### config.mk
export PLATFORM = sky130hd
export DESIGN_NAME = task_stream_arbiter
export DESIGN_NICKNAME = d
export VERILOG_FILES = /design/src/rtl/task_stream_arbiter.sv
export SDC_FILE = /design/constraint.sdc
export NUM_CORES = 1
export LEC_CHECK = 0
export ABC_AREA = 0
export BUFFER_PORTS_ARGS = -buffer_cell sky130_fd_sc_hd__buf_4
export CORE_ASPECT_RATIO = 1.25
export CORE_MARGIN = 5
export CORE_UTILIZATION = 40
export DETAILED_ROUTE_END_ITERATION = 10
export PLACE_DENSITY = 0.7
export SETUP_SLACK_MARGIN = 0.4
export SYNTH_ARGS = -nofsm -noshare
export SYNTH_HDL_FRONTEND = slang
export SYNTH_SLANG_ARGS = --single-unit
### constraint.sdc
create_clock -name i_clk -period 3.1 [get_ports i_clk]
set_clock_uncertainty 0.1 [all_clocks]
set_input_delay 0.31 -clock i_clk [delete_from_list [all_inputs] [get_ports i_clk]]
set_output_delay 0.31 -clock i_clk [all_outputs]
set_load 0.01 [all_outputs]
### src/rtl/task_stream_arbiter.sv
// Round-robin packet arbiter feeding a task deserializer: grants one whole
// first/last-delimited packet at a time and waits for the deserializer's completion.
module task_stream_arbiter #(
  parameter int DATA_WIDTH   = 8,
  parameter int NUM_REQ      = 4,
  parameter int MAX_BEATS    = 3072,
  parameter int DONE_TIMEOUT = 4096,
  localparam int ID_W        = (NUM_REQ > 1) ? $clog2(NUM_REQ) : 1
) (
  input  logic                  i_clk,
  input  logic                  i_rst,
  input  logic [DATA_WIDTH-1:0] i_req_data [NUM_REQ],
  input  logic [NUM_REQ-1:0]    i_req_valid,
  input  logic [NUM_REQ-1:0]    i_req_first,
  input  logic [NUM_REQ-1:0]    i_req_last,
  output logic [NUM_REQ-1:0]    o_req_ready,
  output logic [DATA_WIDTH-1:0] o_data,
  output logic                  o_valid,
  output logic                  o_first,
  output logic                  o_last,
  input  logic                  i_des_done,
  output logic [ID_W-1:0]       o_grant_id,
  output logic                  o_busy,
  output logic                  o_gap_err,
  output logic                  o_trunc,
  output logic                  o_timeout,
  output logic [15:0]           o_drop_cnt
);

  localparam int BEAT_W = $clog2(MAX_BEATS + 1);
  localparam int TMO_W  = $clog2(DONE_TIMEOUT + 1);

  typedef enum logic [1:0] {
    ST_IDLE  = 2'd0,
    ST_FWD   = 2'd1,
    ST_FLUSH = 2'd2,
    ST_DRAIN = 2'd3
  } state_t;

  state_t                state_q, state_d;
  logic [ID_W-1:0]       rr_q, rr_d;
  logic [ID_W-1:0]       win_q, win_d;
  logic [BEAT_W-1:0]     beat_q, beat_d;
  logic [TMO_W-1:0]      tmo_cnt_q, tmo_cnt_d;
  logic [15:0]           drop_q, drop_d;
  logic [DATA_WIDTH-1:0] data_q, data_d;
  logic                  valid_q, valid_d;
  logic                  first_q, first_d;
  logic                  last_q, last_d;
  logic                  gap_q, gap_d;
  logic                  trunc_q, trunc_d;
  logic                  tmo_q, tmo_d;

  logic [NUM_REQ-1:0]    eligible;
  logic [NUM_REQ-1:0]    stray;
  logic [ID_W:0]         stray_cnt;
  logic [16:0]           drop_sum;
  logic                  win_found;
  logic [ID_W-1:0]       win_idx;
  logic [ID_W-1:0]       cand;
  logic [BEAT_W-1:0]     beat_next;
  logic                  at_limit;

  for (genvar gi = 0; gi < NUM_REQ; gi++) begin : g_req
    assign eligible[gi] = i_req_valid[gi] & i_req_first[gi];
    assign stray[gi]    = i_req_valid[gi] & ~i_req_first[gi];
  end

  // Rotating search: first eligible requester at or after the rr pointer.
  always_comb begin
    win_found = 1'b0;
    win_idx   = '0;
    cand      = '0;
    stray_cnt = '0;
    for (int k = 0; k < NUM_REQ; k++) begin
      cand = ID_W'((int'(rr_q) + k) % NUM_REQ);
      if (!win_found && eligible[cand]) begin
        win_found = 1'b1;
        win_idx   = cand;
      end
      stray_cnt = stray_cnt + (ID_W + 1)'(stray[k]);
    end
  end

  assign drop_sum  = {1'b0, drop_q} + 17'(stray_cnt);
  assign beat_next = beat_q + BEAT_W'(1);
  assign at_limit  = (beat_next == BEAT_W'(MAX_BEATS));

  always_comb begin
    state_d     = state_q;
    rr_d        = rr_q;
    win_d       = win_q;
    beat_d      = beat_q;
    tmo_cnt_d   = tmo_cnt_q;
    drop_d      = drop_q;
    data_d      = '0;
    valid_d     = 1'b0;
    first_d     = 1'b0;
    last_d      = 1'b0;
    gap_d       = 1'b0;
    trunc_d     = 1'b0;
    tmo_d       = 1'b0;
    o_req_ready = '0;
    case (state_q)
      ST_IDLE: begin
        // Stray mid-packet beats are swallowed so they cannot stall a source.
        o_req_ready = stray;
        if (stray_cnt != '0) drop_d = drop_sum[16] ? 16'hFFFF : drop_sum[15:0];
        if (win_found) begin
          o_req_ready[win_idx] = 1'b1;
          win_d   = win_idx;
          valid_d = 1'b1;
          first_d = 1'b1;
          data_d  = i_req_data[win_idx];
          beat_d  = beat_next;
          if (i_req_last[win_idx]) begin
            last_d  = 1'b1;
            state_d = ST_DRAIN;
          end else if (at_limit) begin
            last_d  = 1'b1;
            trunc_d = 1'b1;
            state_d = ST_FLUSH;
          end else begin
            state_d = ST_FWD;
          end
        end
      end
      ST_FWD: begin
        o_req_ready[win_q] = 1'b1;
        if (i_req_valid[win_q]) begin
          valid_d = 1'b1;
          data_d  = i_req_data[win_q];
          beat_d  = beat_next;
          if (i_req_last[win_q]) begin
            last_d  = 1'b1;
            state_d = ST_DRAIN;
          end else if (at_limit) begin
            last_d  = 1'b1;
            trunc_d = 1'b1;
            state_d = ST_FLUSH;
          end
        end else begin
          gap_d = 1'b1;
        end
      end
      ST_FLUSH: begin
        o_req_ready[win_q] = 1'b1;
        if (i_req_valid[win_q] && i_req_last[win_q]) state_d = ST_DRAIN;
      end
      ST_DRAIN: begin
        tmo_cnt_d = tmo_cnt_q + TMO_W'(1);
        // Completion wins over a simultaneous timeout.
        if (i_des_done || tmo_cnt_q == TMO_W'(DONE_TIMEOUT - 1)) begin
          state_d   = ST_IDLE;
          rr_d      = (win_q == ID_W'(NUM_REQ - 1)) ? '0 : win_q + ID_W'(1);
          beat_d    = '0;
          tmo_cnt_d = '0;
          tmo_d     = ~i_des_done;
        end
      end
      default: state_d = ST_IDLE;
    endcase
  end

  always_ff @(posedge i_clk) begin
    if (i_rst) begin
      state_q   <= ST_IDLE;
      rr_q      <= '0;
      win_q     <= '0;
      beat_q    <= '0;
      tmo_cnt_q <= '0;
      drop_q    <= '0;
      data_q    <= '0;
      valid_q   <= 1'b0;
      first_q   <= 1'b0;
      last_q    <= 1'b0;
      gap_q     <= 1'b0;
      trunc_q   <= 1'b0;
      tmo_q     <= 1'b0;
    end else begin
      state_q   <= state_d;
      rr_q      <= rr_d;
      win_q     <= win_d;
      beat_q    <= beat_d;
      tmo_cnt_q <= tmo_cnt_d;
      drop_q    <= drop_d;
      data_q    <= data_d;
      valid_q   <= valid_d;
      first_q   <= first_d;
      last_q    <= last_d;
      gap_q     <= gap_d;
      trunc_q   <= trunc_d;
      tmo_q     <= tmo_d;
    end
  end

  assign o_data     = data_q;
  assign o_valid    = valid_q;
  assign o_first    = first_q;
  assign o_last     = last_q;
  assign o_grant_id = win_q;
  assign o_busy     = (state_q != ST_IDLE);
  assign o_gap_err  = gap_q;
  assign o_trunc    = trunc_q;
  assign o_timeout  = tmo_q;
  assign o_drop_cnt = drop_q;

endmodule

==> impl_metrics.tcl, run 1 <==
set metrics [dict create \
    outcome "completed" \
    ys_ff_latch 61 \
    diodes 0 \
    p_switching_uw 1090 \
    setup_violations 0 \
    syn2layout_area_growth_pct 32.8 \
    finalPower_uw 3220 \
    min_path_type "in -> reg" \
    worstMarginPinSlew_ps 538 \
    nets 622 \
    die_x_um 99.8 \
    fin_crit_ps 2890 \
    post-synth-top-area-cell "dfxtp_1" \
    worstSkewPairLatency_ps 330 \
    synth-seq-area-share 0.303 \
    clock-sinks 61 \
    synthArstFlopShare 0 \
    pwr-share-seq 0.296 \
    critPathCapture "o_drop_cnt[2]" \
    worstPathArrival_ps 3030 \
    synth_xor_area_frac 0.0543 \
    hpwl_um 8110 \
    p_int_uw 2130 \
    r2r-start "beat_q[0]" \
    synthAdderAreaFrac 0.0627 \
    synthMuxAreaShare 0.128 \
    startpoint "i_req_first[0]" \
    ant_nets 0 \
    initial_core_util 0.403 \
    drt_first_pass_iters 4 \
    grt_pass1_vias 3836 \
    r2r-end "state_q[1]" \
    cts_buffer_depth 2 \
    rrSetupSlack_ps 440 \
    numCtsBuffers 9 \
    synth_top_family_by_area "simple AND/OR/NAND/NOR gates" \
    worst_ep_required_time_ps 3240 \
    die_area_sq_mm 0.0122 \
    min_period_over_period 0.931 \
    coreArea_sq_mm 0.0100 \
    vias_per_cell 5.54 \
    synthTopCellsByCount "dfxtp_1 (61), a21oi_1 (38), nor2_1 (35)" \
    finalWeightedCongestion 0.844 \
    relSlewSlack 0.641 \
    cap_violations 0 \
    num_io_pins 84 \
    synth_area_leaders "dfxtp_1 (30%), ha_1 (5.3%), mux4_2 (5.0%)" \
    htreeDepth 3 \
    p_leak_uw 0.00216 \
    synth_edf_count 0 \
    yosysTopAreaCellShare 0.303 \
    setup_tns_ps 0 \
    clkPwrFrac 0.327 \
    grt_pass1_wl_um 18200 \
    yosys.area_share.simple 0.224 \
    drt-total-wl_um 11100 \
    end_kind "register" \
    grt_usage 0.183 \
    chipHeight_um 122 \
    synth-compound-area-share 0.158 \
    netlist_instances 463 \
    critPathLaunchType "input pin" \
    antenna_found_initial 0 \
    vias 3825 \
    yosysUniqueCellTypes 66 \
    yosysWarnings 0 \
    rsz0062_at_grt "yes" \
    power_density_mw_per_mm2 601 \
    fmax_mhz 347 \
    cts_tree "yes" \
    hold_violations 0 \
    p_sw_frac 0.338 \
    drcViolationCount 0 \
    grt_max_degree 46 \
    grt_overflow 0 \
    ir_drop_uv 322 \
    placementRows 41 \
    ff2ff_path_depth 7 \
    clk_pin_slew_ps 50 \
    route.detailed.wl_per_inst_um 16.1 \
    ys.flop_type "dfxtp_1" \
    cp_max_fo 4 \
    synth_most_common_cell "dfxtp_1" \
    maxSlewViolCount 0 \
    synth_area_per_cell_sq_um 8.71 \
    detail_route.iter0.violations 157 \
    ctsHoldBuffers 0 \
    worstSetupPathType "in -> reg" \
    cts_root_buf "clkbuf_16" \
    combPwrFrac 0.377 \
    drive_gt1_frac 0.339 \
    mappedNetlistNets 529 \
    portBuffers 83 \
    synthesis.area_sq_mm 0.00403 \
]
cell usage in the layout (no fill, tap or decap), types with 6 or more instances in the layout:
cell / count
buf_4: 106
dfxtp_1: 59
nor2_1: 34
a21oi_1: 32
nand2_1: 32
inv_1: 25
mux2i_1: 20
xor2_1: 15
nor3_1: 13
ha_1: 13
nand4_1: 12
nand3_1: 12
xnor2_1: 10
mux4_2: 9
o22ai_1: 9
clkbuf_16: 9
mux2_2: 8
a21o_1: 7
nand2b_1: 6
a21oi_2: 6
sequential cells by signal, summed over array words and instances (netlist names):
| name | count |
|---|---|
| beat_q | 12 |
| o_trunc | 1 |
| o_valid | 1 |
| o_first | 1 |
| o_gap_err | 1 |
| o_grant_id | 2 |
| state_q | 2 |
| o_timeout | 1 |
| tmo_cnt_q | 13 |
| o_last | 1 |
| o_drop_cnt | 16 |
| rr_q | 2 |
| o_data | 8 |
power groups by stage:
stage / registers (uW) / logic (uW) / clock network, uW
floorplan: 995 / 706 / 0
global placement: 965 / 1140 / 0
detailed placement: 966 / 1170 / 0
CTS: 950 / 1200 / 1070
global route: 961 / 1330 / 1110
finish: 953 / 1210 / 1050
what timing repair did:
item	CTS	global route
buffers inserted	4	3
resized for setup	11	17
endpoints found under the setup margin	12	25
pin swaps	14	10
layer usage:
metal / GRT usage / part of all wire / vias to the layer above
met5: 0 / 0 / -
met4: 0.0760 / 0.020 / 0
met3: 0.0466 / 0.062 / 18
met1: 0.207 / 0.41 / 1831
li1: - / - / 1865
met2: 0.324 / 0.51 / 111
how the worst min path moves through the flow:
stage	from	slack, ps	to	cells after the start
floorplan	i_des_done	290	o_timeout	1
global placement	tmo_cnt_q[12]	350	tmo_cnt_q[12]	2
detailed placement	tmo_cnt_q[12]	360	tmo_cnt_q[12]	2
CTS	i_des_done	100	o_timeout	2
global route	i_des_done	90	o_timeout	2
finish	i_des_done	90	o_timeout	2
area by class of cell:
| cell class | count | area [sq um] |
|---|---|---|
| Fill cell | 916 | 4650 |
| Inverter | 28 | 105 |
| Tap cell | 129 | 161 |
| Timing Repair Buffer | 110 | 845 |
| Clock buffer | 11 | 233 |
| Clock inverter | 5 | 75.1 |
| Multi-Input combinational cell | 346 | 2710 |
| Sequential cell | 61 | 1220 |
metrics by stage:
step                hold slack [ps]  cells  utilization  worst slack [ps]  cell area, sq um
floorplan                       289    463            -               140              4130
global placement                346    667        0.488             -65.4              4880
global route                   92.6    690        0.535               162              5360
CTS                            98.0    687        0.526               253              5270
detailed placement              355    667        0.488             -86.7              4880
finish                         94.3    690        0.535               214              5360
critical path, cell delays in order:
cell      delay [ps]
buf_8            100
nand2b_4         140
fa_1             580
inv_2             50
ha_4             150
ha_4             270
inv_2             30
fa_2             350
nor2b_2          140
o21ai_2          100
or4_4            520
a311oi_2         280
kinds of logic (layout without fill, tap and decap cells):
logic type	Yosys count	count (layout)
AND/OR/NAND/NOR	166	166
AO/OA/AOI/OAI	98	98
flip-flops	61	61
buffers and inverters	56	154
multiplexers	38	38
XOR/XNOR	25	25
adder cells (fa/ha/maj)	19	19
(Power assumes the default switching activity.)
==> run 2, diff against run 1 <==
--- a/config.mk
+++ b/config.mk
@@ -9,9 +9,9 @@
 export BUFFER_PORTS_ARGS = -buffer_cell sky130_fd_sc_hd__buf_4
 export CORE_ASPECT_RATIO = 1.25
 export CORE_MARGIN = 5
-export CORE_UTILIZATION = 40
+export CORE_UTILIZATION = 35
 export DETAILED_ROUTE_END_ITERATION = 10
-export PLACE_DENSITY = 0.7
+export PLACE_DENSITY = 0.63
 export SETUP_SLACK_MARGIN = 0.4
 export SYNTH_ARGS = -nofsm -noshare
 export SYNTH_HDL_FRONTEND = slang
==> run 2 against run 1 <==
- non-clock buffer count down 1
- global-route usage down 2.8 points
- setup slack worse by 13 ps
- sequential share of layout area up 0.25 points
- via count down 0.78%
==> impl_metrics.tcl, run 2 (same netlist as run 1, synthesis figures left out) <==
set metrics [dict create \
    worstSetupPathType "in -> reg" \
    placementRows 43 \
    cp_max_fo 3 \
    p_leak_uw 0.00213 \
    grt_pass1_vias 3833 \
    numCtsBuffers 9 \
    finalWeightedCongestion 0.907 \
    grt_pass1_wl_um 17400 \
    syn2layout_area_growth_pct 31.3 \
    crit_chain "buf_6 -> nand2b_4 -> fa_1 -> inv_2 -> ha_4 -> ha_4 -> inv_2 -> fa_2 -> nor2b_2 -> o21ai_2 -> or4_4 -> a311oi_2" \
    worstSkewPairLatency_ps 320 \
    drt-total-wl_um 10800 \
    fin_crit_ps 2900 \
    layoutNonFillerInstCount 693 \
    coreArea_sq_mm 0.0112 \
    htreeDepth 3 \
    ir_drop_uv 298 \
    nets 621 \
    worstMarginPinSlew_ps 527 \
    critPathLaunchType "input pin" \
    fmax_mhz 345 \
    route.detailed.wl_per_inst_um 15.6 \
    die_x_um 106 \
    grt_overflow 0 \
    drive_gt1_frac 0.333 \
    multi_input_area_sq_mm 0.00270 \
    drt_first_pass_iters 4 \
    slowest_stage "fa_1" \
    min_path_type "in -> reg" \
    dpl.cell_count 674 \
    num_io_pins 84 \
    vias_per_cell 5.48 \
    setup_violations 0 \
    cpPeakStageDelay_ps 590 \
    drcViolationCount 0 \
    final_common_cell "buf_4" \
    rsz0062_at_grt "yes" \
    end_kind "register" \
    diodes 0 \
    chipHeight_um 130 \
    cts_tree "yes" \
    maxSlewViolCount 0 \
    cts_buffer_depth 2 \
    clock-sinks 61 \
    grt_max_degree 46 \
    finalCoreUtilization 0.473 \
    hpwl_um 8040 \
    ctsHoldBuffers 0 \
    cap_violations 0 \
    detail_route.iter0.violations 192 \
    relSlewSlack 0.649 \
    ant_nets 0 \
    power_density_mw_per_mm2 577 \
    worst_ep_required_time_ps 3230 \
    min_period_over_period 0.935 \
    grt_usage 0.154 \
    finalPower_uw 3060 \
    vias 3795 \
    hold_violations 0 \
    crit_buf_inv 3 \
    die_area_sq_mm 0.0138 \
    fill_cells 1069 \
    largest_reg_flops 16 \
    seq_area_sq_mm 0.00122 \
    antenna_found_initial 0 \
    portBuffers 83 \
    cp_top_family "adder cells" \
    outcome "completed" \
    fin_hold_ws_ps 104 \
    final_cell_mix "buf_4 (105), dfxtp_1 (59), nor2_1 (34)" \
    clk_pin_slew_ps 50 \
    cts_root_buf "clkbuf_16" \
    initial_core_util 0.360 \
    worstPathArrival_ps 3030 \
]
run 2: cell count changes in the layout (fill, tap and decap cells not counted), moves of 2 or more:
cell / delta
nand3_2: -2
nand3_1: +2
clkbuf_8: +2
bufinv_16: -2
run 2: timing repair:
item	in CTS	in global routing
pin swaps	6	8
resized for setup	12	11
endpoints found under the setup margin	11	36
buffers inserted	2	3
run 2: where the power goes:
part	internal [uW]	leakage [uW]	total, uW	switching (uW)
clock network	572	0.000134	900	328
logic	553	0.00150	1200	649
registers	879	0.000496	954	74.5
total	2000	0.00213	3060	1050
run 2: final cells by class:
| type | count | share of cell area |
|---|---|---|
| inverters | 28 | 0.0198 |
| multi-input cells | 346 | 0.510 |
| repair buffers | 109 | 0.157 |
| clock inverters | 2 | 0.00189 |
| well taps | 135 | 0.0319 |
| flip-flops and latches | 61 | 0.231 |
| clock buffers | 12 | 0.0484 |
run 2: metal layers:
layer | GRT usage | wire length [um] | vias up
li1 | - | - | 1861
met1 | 0.170 | 4420 | 1777
met2 | 0.288 | 5420 | 138
met3 | 0.0322 | 731 | 19
met4 | 0.0625 | 221 | 0
met5 | 0 | 0 | -
run 2: worst paths after layout:
check                  from       endpoint  slack [ps]  depth (start not counted)
max          i_req_first[0]  o_drop_cnt[1]         200                         12
min reg2reg   tmo_cnt_q[12]  tmo_cnt_q[12]         370                          2
max reg2reg       beat_q[0]     state_q[1]         500                          7
min              i_des_done      o_timeout         100                          2
run 2: per-stage QoR:
| step | setup TNS [ps] | cell area [sq um] | setup WS (ps) |
|---|---|---|---|
| 6_report | 0 | 5300 | 202 |
| 2_1_floorplan | 0 | 4130 | 140 |
| 3_3_place_gp | -202 | 4890 | -97.6 |
| 3_5_place_dp | -325 | 4890 | -121 |
| 5_1_grt | 0 | 5300 | 149 |
| 4_1_cts | 0 | 5230 | 247 |
